==> config.mk <==
export PLATFORM = sky130hd
export DESIGN_NAME = imm_ext_pipe
export DESIGN_NICKNAME = d
export VERILOG_FILES = /design/src/rtl/imm_ext_pipe.sv
export SDC_FILE = /design/constraint.sdc
export NUM_CORES = 1
export LEC_CHECK = 0
export BUFFER_PORTS_ARGS = -buffer_cell sky130_fd_sc_hd__buf_2
export CAP_MARGIN = 20
export CORE_MARGIN = 2
export CORE_UTILIZATION = 45
export CTS_CLUSTER_SIZE = 30
export DETAILED_ROUTE_END_ITERATION = 8
export PLACE_DENSITY = 0.75
export SLEW_MARGIN = 20
export SYNTH_ARGS = -nofsm -noshare
export SYNTH_HDL_FRONTEND = slang
export SYNTH_SLANG_ARGS = --single-unit
export TNS_END_PERCENT = 50
==> constraint.sdc <==
create_clock -name clk -period 1.25 [get_ports clk]
set_input_delay 0.25 -clock clk [delete_from_list [all_inputs] [get_ports clk]]
set_output_delay 0.25 -clock clk [all_outputs]
set_load 0.02 [all_outputs]
==> src/rtl/imm_ext_pipe.sv <==
// imm_ext_pipe: registered immediate extender (ZERO/SIGN/SHL/PFX) with a one-entry valid/ready output stage.
// Defining IMM_EXT_PFX_TMO_EN drops a held prefix after PFX_TMO idle cycles.
module imm_ext_pipe #(
    parameter int IN_W    = 6,
    parameter int OUT_W   = 16,
    parameter int PFX_W   = 10,
    parameter int SH      = 1,
    parameter int PFX_TMO = 4
) (
    input  logic             clk,
    input  logic             rst_n,
    input  logic             flush,
    input  logic             in_valid,
    output logic             in_ready,
    input  logic [IN_W-1:0]  imm,
    input  logic [1:0]       mode,
    input  logic [PFX_W-1:0] pfx_in,
    output logic             out_valid,
    input  logic             out_ready,
    output logic [OUT_W-1:0] ext,
    output logic             pfx_used,
    output logic             armed
);
    typedef enum logic {IDLE, ARMED} state_t;
    state_t           state, state_nxt;
    logic [PFX_W-1:0] prefix;
    logic [OUT_W-1:0] ext_nxt;
    logic             acc, is_pfx, take, expire;

    if (IN_W < 1 || OUT_W <= IN_W || IN_W + PFX_W != OUT_W || SH >= OUT_W || PFX_TMO < 1) begin : g_bad_params
        $error("imm_ext_pipe: inconsistent parameters");
    end

    assign in_ready = !out_valid || out_ready;
    assign acc      = in_valid && in_ready;
    assign is_pfx   = mode == 2'b11;
    assign take     = acc && !flush && !is_pfx;

`ifdef IMM_EXT_PFX_TMO_EN
    localparam int CW = $clog2(PFX_TMO + 1);
    logic [CW-1:0] cnt;
    // Idle cycles spent in ARMED; any accept restarts the count.
    always_ff @(posedge clk or negedge rst_n)
        if (!rst_n)
            cnt <= '0;
        else
            cnt <= (state != ARMED || acc) ? '0 : cnt + 1'b1;
    assign expire = state == ARMED && !acc && cnt == CW'(PFX_TMO - 1);
`else
    assign expire = 1'b0;
`endif

    always_ff @(posedge clk or negedge rst_n)
        if (!rst_n) begin
            state     <= IDLE;
            prefix    <= '0;
            out_valid <= 1'b0;
            ext       <= '0;
            pfx_used  <= 1'b0;
        end else begin
            state     <= state_nxt;
            prefix    <= (acc && is_pfx && !flush) ? pfx_in : expire ? '0 : prefix;
            out_valid <= !flush && (take || (out_valid && !out_ready));
            if (take) begin
                ext      <= ext_nxt;
                pfx_used <= state == ARMED;
            end
        end

    always_comb
        state_nxt = flush ? IDLE : acc ? (is_pfx ? ARMED : IDLE) : expire ? IDLE : state;

    // A held prefix replaces the mode extension entirely.
    always_comb begin
        armed   = state == ARMED;
        ext_nxt = armed          ? {prefix, imm} :
                  mode == 2'b00  ? {{PFX_W{1'b0}}, imm} :
                  mode == 2'b01  ? {{PFX_W{imm[IN_W-1]}}, imm} :
                                   {{PFX_W{1'b0}}, imm} << SH;
    end
endmodule

After elaboration in Yosys (flattened, before gate mapping). Cells that the tools add are included.

Output and inout port bits: 20. Word-level logic and storage cells: 29. Bits in registers: 29. Bits of input ports: 23.

Eq/ne operators: 2. Reductions and logical operators: 15. Mux-type cells: 7.

Operators by type and width (number): $mux W16 (3); $mux W10 (1); $logic_and A1 B1 Y1 (7); $logic_not A1 Y1 (4); $mux W1 (3); $eq A2 B1 Y1 const B (1); $eq A2 B2 Y1 const B (1); $logic_not A2 Y1 (1); $logic_or A1 B1 Y1 (2); $reduce_bool A2 Y1 (1).

Depth between registers and ports, before layout. Gate-level depths: netlist of run 1.

Depth in word-level cells: 7. Depth in mapped cells: 4. Depth with buffers taken out: 3.

Worst setup path after synthesis of run 1. OpenSTA, ideal clock, no wires.

Kind: register -> register. Start point: register out_valid. End point: register prefix[0]. Library setup time: 0.125 ns. Stages on the path, launching flop included: 5. Slack: -0.283 ns. Data arrival time: 1.408 ns. Path buffers: 1. Data required time: 1.125 ns. Clock period less this slack: 1.533 ns. Cells stage by stage: dfrtp_1 -> nand2b_2 -> nor4b_4 -> buf_6 -> mux2_4.

Cells in the longest elaborated chain, start to end: 5.

RTL lines: start, declared (line 18) `output logic out_valid,`; start signal, assigned (line 63) `out_valid <= !flush && (take || (out_valid && !out_ready));`; $logic_not A1 Y1 (line 34) `assign in_ready = !out_valid || out_ready;`; $logic_or A1 B1 Y1 (line 34); named net in_ready (line 14) `output logic in_ready,`; $logic_and A1 B1 Y1 (line 35) `assign acc = in_valid && in_ready;`; $logic_and A1 B1 Y1 (2 in a row) (line 62) `prefix <= (acc && is_pfx && !flush) ? pfx_in : expire ? '0 : prefix;`; end signal, assigned (line 62); end, declared (line 26) `logic [PFX_W-1:0] prefix;`.

The timed path passes the listed nets, and every way through them passes these cells. A chain may end at the register's enable or synchronous reset.

Final worst setup path of run 1.
Start point: register out_valid. End point: output port in_ready.

Cells in the longest elaborated chain, start to end: 2.

RTL lines (line): $logic_not A1 Y1 (34); $logic_or A1 B1 Y1 (34); end, declared (14).

Every way passes these cells.

==> Flow_metrics.wiki, run 1 <==
{| class="wikitable"
! Metric !! Value
|-
| WHS Path Cells || 2
|-
| CP Data Arrival Time || 1140 ps
|-
| Pin count of the biggest net entering global routing || 17
|-
| Most common library cell in the layout ignoring fill and taps || sky130_fd_sc_hd__buf_2
|-
| Library cells used by synthesis || 19
|-
| Largest area contributor in the netlist || sky130_fd_sc_hd__dfrtp_1
|-
| Area of placed instances || 0.00169 mm^2
|-
| FP Rows || 19
|-
| Minimum clock period after layout || 1390 ps
|-
| Initial core utilization || 48.0%
|-
| Power Density || 1390 mW/mm^2
|-
| Htree depth || 2
|-
| Post-synthesis instance total || 99
|-
| Wire length of the first global-routing pass || 4460 um
|-
| Post-synthesis instance area || 0.00135 mm^2
|-
| Result of the run || finished, violations left
|-
| DR vias || 967
|-
| Path depth of the worst reg2reg path || 4
|-
| Highest net fanout along the worst path || 2
|-
| IO Port Bufs || 42
|-
| Count of pins on the block boundary || 43
|-
| Weighted congestion reported at the end of routability-driven placement || 0.747
|-
| First-pass iteration count of the detailed router || 6
|-
| Vias per Instance || 5.09
|-
| Number of global-route vias before repair || 984
|-
| Synth Register Bits || 29
|-
| Worst min path class || in2reg
|-
| Overall die width || 58.7 um
|-
| # nets final || 181
|-
| Die span in y || 58.7 um
|-
| Ratio of cells with drive above 1 in the final layout || 59.7%
|-
| Violations in the final reports || design-rule violations, negative setup slack
|-
| Die outline area || 0.00345 mm^2
|-
| Area share of the leading cell type in the synthesized netlist || 53.9%
|-
| Yosys warning total || 0
|-
| Total count of hold-check failures in the final report || 0
|-
| Number of antenna diodes || 0
|-
| Synth Area in Adders || 0%
|-
| Clock-pin transition on the worst setup and hold timing paths || 90 ps
|-
| Total length of routed wires || 2670 um
|-
| Number of nets produced by synthesis || 122
|-
| DRC marker count from the first detailed-route iteration || 12
|-
| Detailed Place HPWL || 1950 um
|-
| Endpoint kind of the worst setup timing path || output pin
|-
| Clk buf depth || 2
|-
| Residual DRC count || 2
|-
| Synthesized-area fraction occupied by ao, oa, aoi and oai cells || 5.11%
|-
| Static leakage || 0.970 nW
|-
| Largest family of logic cells by synthesized area || multiplexers
|-
| TritonCTS sink count || 29
|-
| Setup slack of the most critical reg-to-reg path || -130 ps
|-
| Startpoint class of the critical path || flop
|-
| Setup TNS after final layout || -2230 ps
|-
| Final count of negative-setup-slack endpoints || 28
|-
| Critical path start-end classification || reg2out
|-
| Part of the cycle the worst path needs || 111%
|-
| Total overflow reported by the global router || 0
|-
| Worst flop-to-flop path endpoint || prefix[9]
|-
| Critical hold path startpoint || pfx_in[6]
|-
| Slew Limit Fails || 0
|-
| Xor-xnor portion of the synthesized cell area || 0%
|-
| Worst Slack Setup Final || -143 ps
|-
| Area added between synthesis and finish || 34.7%
|-
| Final instance area || 0.00181 mm^2
|-
| Number of buffers created by CTS || 5
|-
| Share of the yosys chip area belonging to registers || 53.9%
|-
| Dominant cells by area after synthesis || sky130_fd_sc_hd__dfrtp_1, sky130_fd_sc_hd__mux2_4, sky130_fd_sc_hd__mux2_2
|-
| Sink of the worst hold path || prefix[6]
|-
| Latest clock arrival within the worst-skew pair || 330 ps
|-
| Commonest cells after routing, fill and taps aside || sky130_fd_sc_hd__buf_2, sky130_fd_sc_hd__dfrtp_1, sky130_fd_sc_hd__mux2_4
|-
| Simple-gate share of the synthesized area || 6.69%
|-
| Area inside the core boundary || 0.00281 mm^2
|-
| Synthesized area per cell || 13.6 um^2
|-
| Fraction of synthesized area in multiplexers || 28.4%
|-
| Wire per inst || 14.0 um
|-
| Upper clock frequency limit || 718 MHz
|-
| Crit Reg-Reg Startpoint || out_valid
|-
| Data required, critical path || 1000 ps
|-
| Overall routing resource usage || 18.1%
|-
| Root buffer selected by CTS || sky130_fd_sc_hd__clkbuf_4
|-
| Max-cap violations || 0
|-
| Worst supply voltage drop on vdd || 0.000807 V
|-
| Final Skew || 8.91 ps
|-
| Post-route ant nets || 0
|-
| Transition time of the tightest slew-check pin || 342 ps
|-
| Max-Slew Margin vs Limit || 77.2%
|-
| RSZ-0062 raised after global routing || yes
|-
| Clock tree from TritonCTS || built
|-
| Initial antenna violation count || 0
|}
==> critical path, cell delays in order (launching register included) <==
cell and delay [ps]:
sky130_fd_sc_hd__dfrtp_2 440, sky130_fd_sc_hd__nand2b_4 80, sky130_fd_sc_hd__buf_6 110, sky130_fd_sc_hd__buf_6 90
sky130_fd_sc_hd__buf_6 100
==> metal layers <==
metal	GRT usage, %	vias up	wire [um]
li1	-	461	-
met1	22.9	478	1190
met2	27.9	22	1310
met3	6.37	6	119
met4	8.44	0	50
met5	0	-	0
==> worst max path at each step <==
stage,startpoint,end,slack (ps),cells past startpoint
6_report,out_valid,in_ready,-140,4
3_3_place_gp,mode[1],prefix[5],-150,5
2_1_floorplan,out_valid,prefix[0],-200,4
5_1_grt,out_valid,prefix[5],-210,4
3_5_place_dp,mode[1],prefix[9],-170,5
4_1_cts,out_valid,in_ready,-160,4
==> sequential cells by signal (all words and copies together) (netlist names) <==
register and count:
ext 16, prefix 10, armed 1, out_valid 1, pfx_used 1
==> power by group <==
part	internal (mW)	switching (mW)
Combinational	0.343	0.322
Clock	0.325	0.319
Sequential	1.12	0.0913
Total	1.78	0.733
==> Yosys cell counts, drive strengths merged <==
cell type	count
nor2b	2
nor4b	1
a21oi	9
inv	11
and4bb	1
nand4	1
o21ai	3
mux2	23
buf	3
a31o	1
nand2	3
dfrtp	29
mux2i	9
nand2b	1
clkbuf	2
==> area by class of cell <==
type	instances	area, um^2
clock buffer	7	65.1
clock inverter	1	5.00
sequential	29	728
timing repair buffer	57	362
inverter	11	41.3
fill	229	992
tap	31	38.8
multi-input combinational	54	573
==> kinds of logic after synthesis <==
group / after synthesis
DFF: 29
and+or+nand+nor: 9
muxes: 32
AOI/OAI and AO/OA: 13
buffers and inverters: 16
==> per-stage QoR <==
| stage | hold WS, ps | power [mW] | utilization (%) | worst slack (ps) | cells |
|---|---|---|---|---|---|
| 6_report | 150 | 2.52 | 64.6 | -143 | 190 |
| 5_1_grt | 126 | 2.67 | 64.6 | -213 | 190 |
| 4_1_cts | 134 | 2.55 | 64.6 | -162 | 190 |
| 3_5_place_dp | 178 | 1.88 | 60.1 | -172 | 179 |
| 3_3_place_gp | 167 | 1.85 | 60.1 | -155 | 179 |
| 2_1_floorplan | -45.6 | 1.64 | - | -203 | 99 |
==> what timing repair did <==
action,in CTS,in global routing
buffers inserted,2,0
pin swaps,0,2
endpoints found under the hold margin,13,0
hold buffers,1,0
resized for setup,9,0
setup endpoints to repair,29,30
No activity file was read; power rests on OpenSTA's default activity.
==> inputs of run 2 (changes only) <==
--- a/config.mk
+++ b/config.mk
@@ -8,10 +8,9 @@
 export BUFFER_PORTS_ARGS = -buffer_cell sky130_fd_sc_hd__buf_2
 export CAP_MARGIN = 20
 export CORE_MARGIN = 2
-export CORE_UTILIZATION = 45
+export CORE_UTILIZATION = 35
 export CTS_CLUSTER_SIZE = 30
 export DETAILED_ROUTE_END_ITERATION = 8
-export PLACE_DENSITY = 0.75
 export SLEW_MARGIN = 20
 export SYNTH_ARGS = -nofsm -noshare
 export SYNTH_HDL_FRONTEND = slang
==> Flow_metrics.wiki, run 2 (synthesis gave the netlist of run 1 again) <==
{| class="wikitable"
! Metric !! Value
|-
| Result of the run || finished, violations left
|-
| Violations in the final reports || negative setup slack
|-
| Initial antenna violation count || 0 (unchanged)
|-
| Endpoint kind of the worst setup timing path || flop
|-
| Worst supply voltage drop on vdd || 0.000660 V (-18%)
|-
| Weighted congestion reported at the end of routability-driven placement || 0.755 (+1.2%)
|-
| RSZ-0062 raised after global routing || yes
|-
| Clock-pin transition on the worst setup and hold timing paths || 60 ps (-30 ps)
|-
| Setup TNS after final layout || -1890 ps (+338 ps)
|-
| Die span in y || 66.0 um (+12%)
|-
| Pin count of the biggest net entering global routing || 20 (+3)
|-
| Number of buffers created by CTS || 5 (unchanged)
|-
| Worst min path class || in2reg
|-
| FP Rows || 22 (+3)
|-
| Latest clock arrival within the worst-skew pair || 280 ps (-50 ps)
|-
| Flip-flop count of the largest register after layout || 16 (unchanged)
|-
| Power Density || 1460 mW/mm^2 (+5.1%)
|-
| Minimum hold slack || 206 ps (+55.7 ps)
|-
| Critical path start-end classification || reg2reg
|-
| Startpoint class of the critical path || flop
|-
| Htree depth || 2 (unchanged)
|-
| Post-route ant nets || 0 (unchanged)
|-
| Final Skew || 4.39 ps (-4.51 ps)
|-
| Internal power || 1.96 mW (+9.6%)
|-
| Worst flop-to-flop path endpoint || prefix[1]
|-
| Switching share of power || 28.1% (-1.0 points)
|-
| Highest net fanout along the worst path || 10 (+8)
|-
| Wire per inst || 13.7 um (-2.6%)
|-
| Die outline area || 0.00436 mm^2 (+27%)
|-
| Area inside the core boundary || 0.00369 mm^2 (+31%)
|-
| Most common library cell in the layout ignoring fill and taps || sky130_fd_sc_hd__buf_2
|-
| Ratio of cells with drive above 1 in the final layout || 60.0% (+0.25 points)
|-
| Count of pins on the block boundary || 43 (unchanged)
|-
| Critical hold path startpoint || pfx_in[3]
|-
| Initial core utilization || 36.5% (-11 points)
|-
| Biggest register || ext
|-
| Sequential Area || 728 um^2 (unchanged)
|-
| Static leakage || 0.982 nW (+1.2%)
|-
| Path depth of the worst reg2reg path || 4 (unchanged)
|-
| Total length of routed wires || 2840 um (+6.6%)
|-
| DRC marker count from the first detailed-route iteration || 7 (-5)
|-
| Fraction of power consumed by combinational cells || 24.5% (-1.9 points)
|-
| Power share of the clock group || 30.9% (+5.3 points)
|-
| Wire length of the first global-routing pass || 4510 um (+0.92%)
|-
| Total area of multi-input combinational cells || 586 um^2 (+2.2%)
|-
| Minimum clock period after layout || 1380 ps (-9.81 ps)
|-
| Number of antenna diodes || 0 (unchanged)
|-
| Sink of the worst hold path || prefix[3]
|-
| Transition time of the tightest slew-check pin || 413 ps (+71.6 ps)
|-
| Residual DRC count || 0 (-2)
|-
| Number of inserted filler cells in the final layout || 346 (+51%)
|-
| Upper clock frequency limit || 723 MHz (+0.71%)
|-
| # nets final || 182 (+0.55%)
|-
| Sw power || 0.764 mW (+4.3%)
|-
| Number of global-route vias before repair || 1015 (+3.2%)
|-
| Crit Reg-Reg Startpoint || out_valid
|-
| Slew Limit Fails || 0 (unchanged)
|-
| Area added between synthesis and finish || 38.5%
|-
| Max-cap violations || 0 (unchanged)
|-
| Vias per Instance || 4.61 (-9.4%)
|-
| Part of the cycle the worst path needs || 111% (-0.78 points)
|-
| IO Port Bufs || 42 (unchanged)
|-
| Setup slack of the most critical reg-to-reg path || -130 ps (about the same)
|-
| Total count of hold-check failures in the final report || 0 (unchanged)
|-
| Root buffer selected by CTS || sky130_fd_sc_hd__clkbuf_8
|-
| Commonest cells after routing, fill and taps aside || sky130_fd_sc_hd__buf_2, sky130_fd_sc_hd__dfrtp_1, sky130_fd_sc_hd__mux2_4
|-
| First-pass iteration count of the detailed router || 3 (-3)
|-
| Detailed Place HPWL || 2020 um (+3.4%)
|-
| Part of the total power dissipated in sequential elements || 44.7% (-3.2 points)
|-
| Clk buf depth || 2 (unchanged)
|-
| TritonCTS sink count || 29 (unchanged)
|-
| Top Registers || ext (16), prefix (10)
|-
| DR vias || 959 (-0.83%)
|-
| WHS Path Cells || 2 (unchanged)
|-
| Overall routing resource usage || 13.9% (-4.2 points)
|-
| Total overflow reported by the global router || 0 (unchanged)
|-
| Data required, critical path || 1410 ps (+410 ps)
|-
| CP Data Arrival Time || 1540 ps (+400 ps)
|-
| Max-Slew Margin vs Limit || 72.5% (-4.8 points)
|-
| Worst Slack Setup Final || -133 ps (+9.81 ps)
|-
| Final count of negative-setup-slack endpoints || 17 (-39%)
|-
| Overall die width || 66.0 um (+12%)
|-
| Clock tree from TritonCTS || built
|}
-- run 2: cell count changes in the layout (fill, tap and decap cells not counted), sizes merged --
cell   change
nand4      +1
-- run 2: per-stage QoR --
step                worst slack [ps]  power [mW]  std cells  utilization [%]  instance area (um^2)
floorplan                       -203        1.64         99                -                  1370
global placement                -112        1.86        196             46.3                  1710
detailed placement              -138        1.88        196             46.3                  1710
CTS                             -121        2.73        206             50.0                  1840
global route                    -174        2.86        208             50.5                  1860
finish                          -133        2.72        208             50.5                  1860
-- run 2: area by class of cell --
cell class | instances | share of cell area (%)
clock buffers | 7 | 5.17
clock inverters | 1 | 0.268
multi-input cells | 55 | 31.4
flip-flops and latches | 29 | 39.1
well taps | 48 | 3.22
repair buffers | 57 | 18.7
inverters | 11 | 2.21
-- run 2: power by group through the flow --
stage	combinational [mW]	clock, mW	sequential, mW
2_1_floorplan	0.293	0	1.34
3_3_place_gp	0.637	0	1.22
3_5_place_dp	0.650	0	1.23
4_1_cts	0.664	0.855	1.22
5_1_grt	0.721	0.904	1.24
6_report	0.665	0.840	1.21
-- run 2: worst max-delay path, stage by stage, from the launching register on --
cell and delay [ps]:
sky130_fd_sc_hd__dfrtp_2 420, sky130_fd_sc_hd__nand2b_4 80, sky130_fd_sc_hd__nor4b_4 280, sky130_fd_sc_hd__buf_12 190
sky130_fd_sc_hd__mux2_4 300
-- run 2: worst max-delay path by stage --
stage | start | endpoint | slack, ps | cells past startpoint
6_report | out_valid | prefix[1] | -130 | 4
3_5_place_dp | mode[1] | prefix[2] | -140 | 5
4_1_cts | out_valid | prefix[1] | -120 | 4
3_3_place_gp | mode[1] | prefix[7] | -110 | 5
2_1_floorplan | out_valid | prefix[0] | -200 | 4
5_1_grt | out_valid | prefix[5] | -170 | 4
-- run 2: metal layers --
| metal | global-route usage [%] | share of wire, % |
|---|---|---|
| met1 | 15.4 | 42 |
| met2 | 25.0 | 53 |
| met3 | 3.75 | 3.9 |
| met4 | 5.36 | 0.81 |
| met5 | 0 | 0 |
-- run 2: timing repair --
item,in CTS,in global routing
hold buffers,1,0
hold endpoints to repair,18,0
cloned,0,1
pin swaps,1,2
setup endpoints to repair,29,30
setup buffers,1,1
resized for setup,5,0
==> inputs of run 3 (changes only) <==
--- a/config.mk
+++ b/config.mk
@@ -5,8 +5,10 @@
 export SDC_FILE = /design/constraint.sdc
 export NUM_CORES = 1
 export LEC_CHECK = 0
+export ABC_CLOCK_PERIOD_IN_PS = 1430
 export BUFFER_PORTS_ARGS = -buffer_cell sky130_fd_sc_hd__buf_2
 export CAP_MARGIN = 20
+export CORE_ASPECT_RATIO = 0.9
 export CORE_MARGIN = 2
 export CORE_UTILIZATION = 35
 export CTS_CLUSTER_SIZE = 30
==> constraint.sdc (replaced) <==
create_clock -name clk -period 1.43 [get_ports clk]
set_input_delay 0.286 -clock clk [delete_from_list [all_inputs] [get_ports clk]]
set_output_delay 0.286 -clock clk [all_outputs]
set_load 0.02 [all_outputs]
==> Flow_metrics.wiki, run 3 (synthesis gave the netlist of run 1 again) <==
{| class="wikitable"
! Metric !! Value
|-
| Result of the run || finished clean
|-
| Latest clock arrival within the worst-skew pair || 280 ps (about the same)
|-
| Residual DRC count || 0 (unchanged)
|-
| Area inside the core boundary || 0.00370 mm^2 (+0.44%)
|-
| Biggest register || ext
|-
| Upper clock frequency limit || 723 MHz (about the same)
|-
| RSZ-0062 raised after global routing || no
|-
| FP Rows || 21 (-4.5%)
|-
| # nets final || 174 (-4.4%)
|-
| Max-Slew Margin vs Limit || 57.4% (-15 points)
|-
| Internal power || 1.58 mW (-19%)
|-
| Data required, critical path || 1590 ps (+180 ps)
|-
| Weighted congestion reported at the end of routability-driven placement || 0.736 (-2.5%)
|-
| Overall routing resource usage || 13.7% (-0.17 points)
|-
| Ratio of cells with drive above 1 in the final layout || 53.9% (-6.1 points)
|-
| Overall die width || 69.4 um (+5.1%)
|-
| Wire length of the first global-routing pass || 4570 um (+1.4%)
|-
| Slew Limit Fails || 0 (unchanged)
|-
| Root buffer selected by CTS || sky130_fd_sc_hd__clkbuf_8
|-
| Die outline area || 0.00436 mm^2 (about the same)
|-
| Final count of negative-setup-slack endpoints || 0 (-17)
|-
| Setup TNS after final layout || 0 ps (+1890 ps)
|-
| Initial core utilization || 36.3% (-0.16 points)
|-
| Wire per inst || 13.7 um (about the same)
|-
| Most common library cell in the layout ignoring fill and taps || sky130_fd_sc_hd__buf_2
|-
| IO Port Bufs || 42 (unchanged)
|-
| Count of pins on the block boundary || 43 (unchanged)
|-
| Area added between synthesis and finish || 29.1%
|-
| Switching share of power || 29.3% (+1.2 points)
|-
| First-pass iteration count of the detailed router || 5 (+2)
|-
| Part of the total power dissipated in sequential elements || 47.4% (+2.7 points)
|-
| Die span in y || 62.8 um (-4.8%)
|-
| Fraction of power consumed by combinational cells || 24.3% (-0.2 points)
|-
| Number of hold buffers added after CTS || 0 (-1)
|-
| Initial antenna violation count || 0 (unchanged)
|-
| Total overflow reported by the global router || 0 (unchanged)
|-
| Number of antenna diodes || 0 (unchanged)
|-
| Endpoint kind of the worst setup timing path || flop
|-
| Sw power || 0.655 mW (-14%)
|-
| Power Density || 1290 mW/mm^2 (-12%)
|-
| DR vias || 908 (-5.3%)
|-
| Part of the cycle the worst path needs || 96.7% (-14 points)
|-
| Post-route ant nets || 0 (unchanged)
|-
| Critical path start-end classification || reg2reg
|-
| Final Util || 46.9% (-3.6 points)
|-
| Beginning of the critical path || out_valid
|-
| Number of buffers created by CTS || 5 (unchanged)
|-
| DRC marker count from the first detailed-route iteration || 18 (+11)
|-
| Highest net fanout along the worst path || 11 (+1)
|-
| TritonCTS sink count || 29 (unchanged)
|-
| Startpoint class of the critical path || flop
|-
| Minimum clock period after layout || 1380 ps (+0.220 ps)
|-
| Htree depth || 2 (unchanged)
|-
| Total length of routed wires || 2710 um (-4.8%)
|-
| Crit Reg-Reg Startpoint || out_valid
|-
| Commonest cells after routing, fill and taps aside || sky130_fd_sc_hd__buf_2, sky130_fd_sc_hd__dfrtp_1, sky130_fd_sc_hd__inv_1
|-
| CP Data Arrival Time || 1540 ps (about the same)
|-
| Total count of hold-check failures in the final report || 0 (unchanged)
|-
| Transition time of the tightest slew-check pin || 639 ps (+226 ps)
|-
| Worst min path class || in2async
|-
| Vias per Instance || 4.59 (-0.54%)
|-
| Pin count of the biggest net entering global routing || 30 (+50%)
|-
| # resized after CTS || 0 (-5)
|-
| Top Registers || ext (16), prefix (10)
|-
| Flip-flop count of the largest register after layout || 16 (unchanged)
|-
| Clk buf depth || 2 (unchanged)
|-
| Worst supply voltage drop on vdd || 0.000544 V (-18%)
|-
| Clock-pin transition on the worst setup and hold timing paths || 60 ps (about the same)
|-
| Number of global-route vias before repair || 975 (-3.9%)
|-
| Final Skew || 4.98 ps (+0.587 ps)
|-
| Max-cap violations || 0 (unchanged)
|-
| Static leakage || 0.907 nW (-7.6%)
|-
| Power share of the clock group || 28.3% (-2.6 points)
|-
| Clock tree from TritonCTS || built
|}
[run 3: cell count changes in the layout (fill, tap and decap cells not counted), moves of 2 or more]
cell,delta
sky130_fd_sc_hd__buf_4,-5
sky130_fd_sc_hd__buf_6,-2
sky130_fd_sc_hd__clkbuf_8,-2
sky130_fd_sc_hd__mux2_1,+5
sky130_fd_sc_hd__mux2_4,-6
[run 3: path summary, 6_finish.rpt]
| kind | endpoint | cells past startpoint | slack, ps |
|---|---|---|---|
| max in group asynchronous | out_valid | 1 | 950 |
| min in group clk | prefix[5] | 2 | 230 |
| setup reg to reg | prefix[3] | 4 | 50 |
| setup / recovery | prefix[3] | 4 | 50 |
| hold / removal | ext[4] | 1 | 20 |
| hold reg to reg | ext[2] | 1 | 500 |
[run 3: stage by stage]
stage               setup WS [ps]  area [um^2]  cells  hold slack [ps]  power (mW)
floorplan                   -23.5         1350     99            -9.59        1.42
global placement             40.3         1660    190              340        1.60
detailed placement          -3.41         1660    190              345        1.62
CTS                          42.8         1740    198             34.6        2.27
global route                 2.31         1740    198             70.5        2.37
finish                       46.6         1740    198             24.1        2.24
[run 3: cell type report]
class,count,area [um^2]
flip-flops and latches,29,727
clock buffers,6,72.6
well taps,46,57.6
repair buffers,50,283
inverters,11,41.3
fillers,359,1970
clock inverters,2,10.0
multi-input cells,54,547
[run 3: metal layers]
layer / share of wire [%] / vias to the layer above / track usage, %
met5: 0 / - / 0
met4: 1.9 / 0 / 5.88
met3: 7.2 / 7 / 5.32
met2: 47 / 33 / 21.4
met1: 44 / 427 / 16.8
li1: - / 441 / -
[run 3: critical path, cell delays in order, from the launching register on]
cell and delay (ps):
sky130_fd_sc_hd__dfrtp_2 420, sky130_fd_sc_hd__nand2b_4 70, sky130_fd_sc_hd__nor4b_4 240, sky130_fd_sc_hd__buf_12 190, sky130_fd_sc_hd__mux2_2 340
[run 3: power by group through the flow]
stage,registers (mW),logic [mW],clock network (mW)
final,1.06,0.543,0.633
after global placement,1.07,0.536,0
after CTS,1.06,0.553,0.662
after global routing,1.08,0.589,0.700
after detailed placement,1.07,0.552,0
after floorplan,1.17,0.244,0
[run 3: repair_timing]
action                                  CTS  global route
buffers inserted                          0             0
endpoints found under the setup margin    0             1
hold endpoints to repair                  0             0
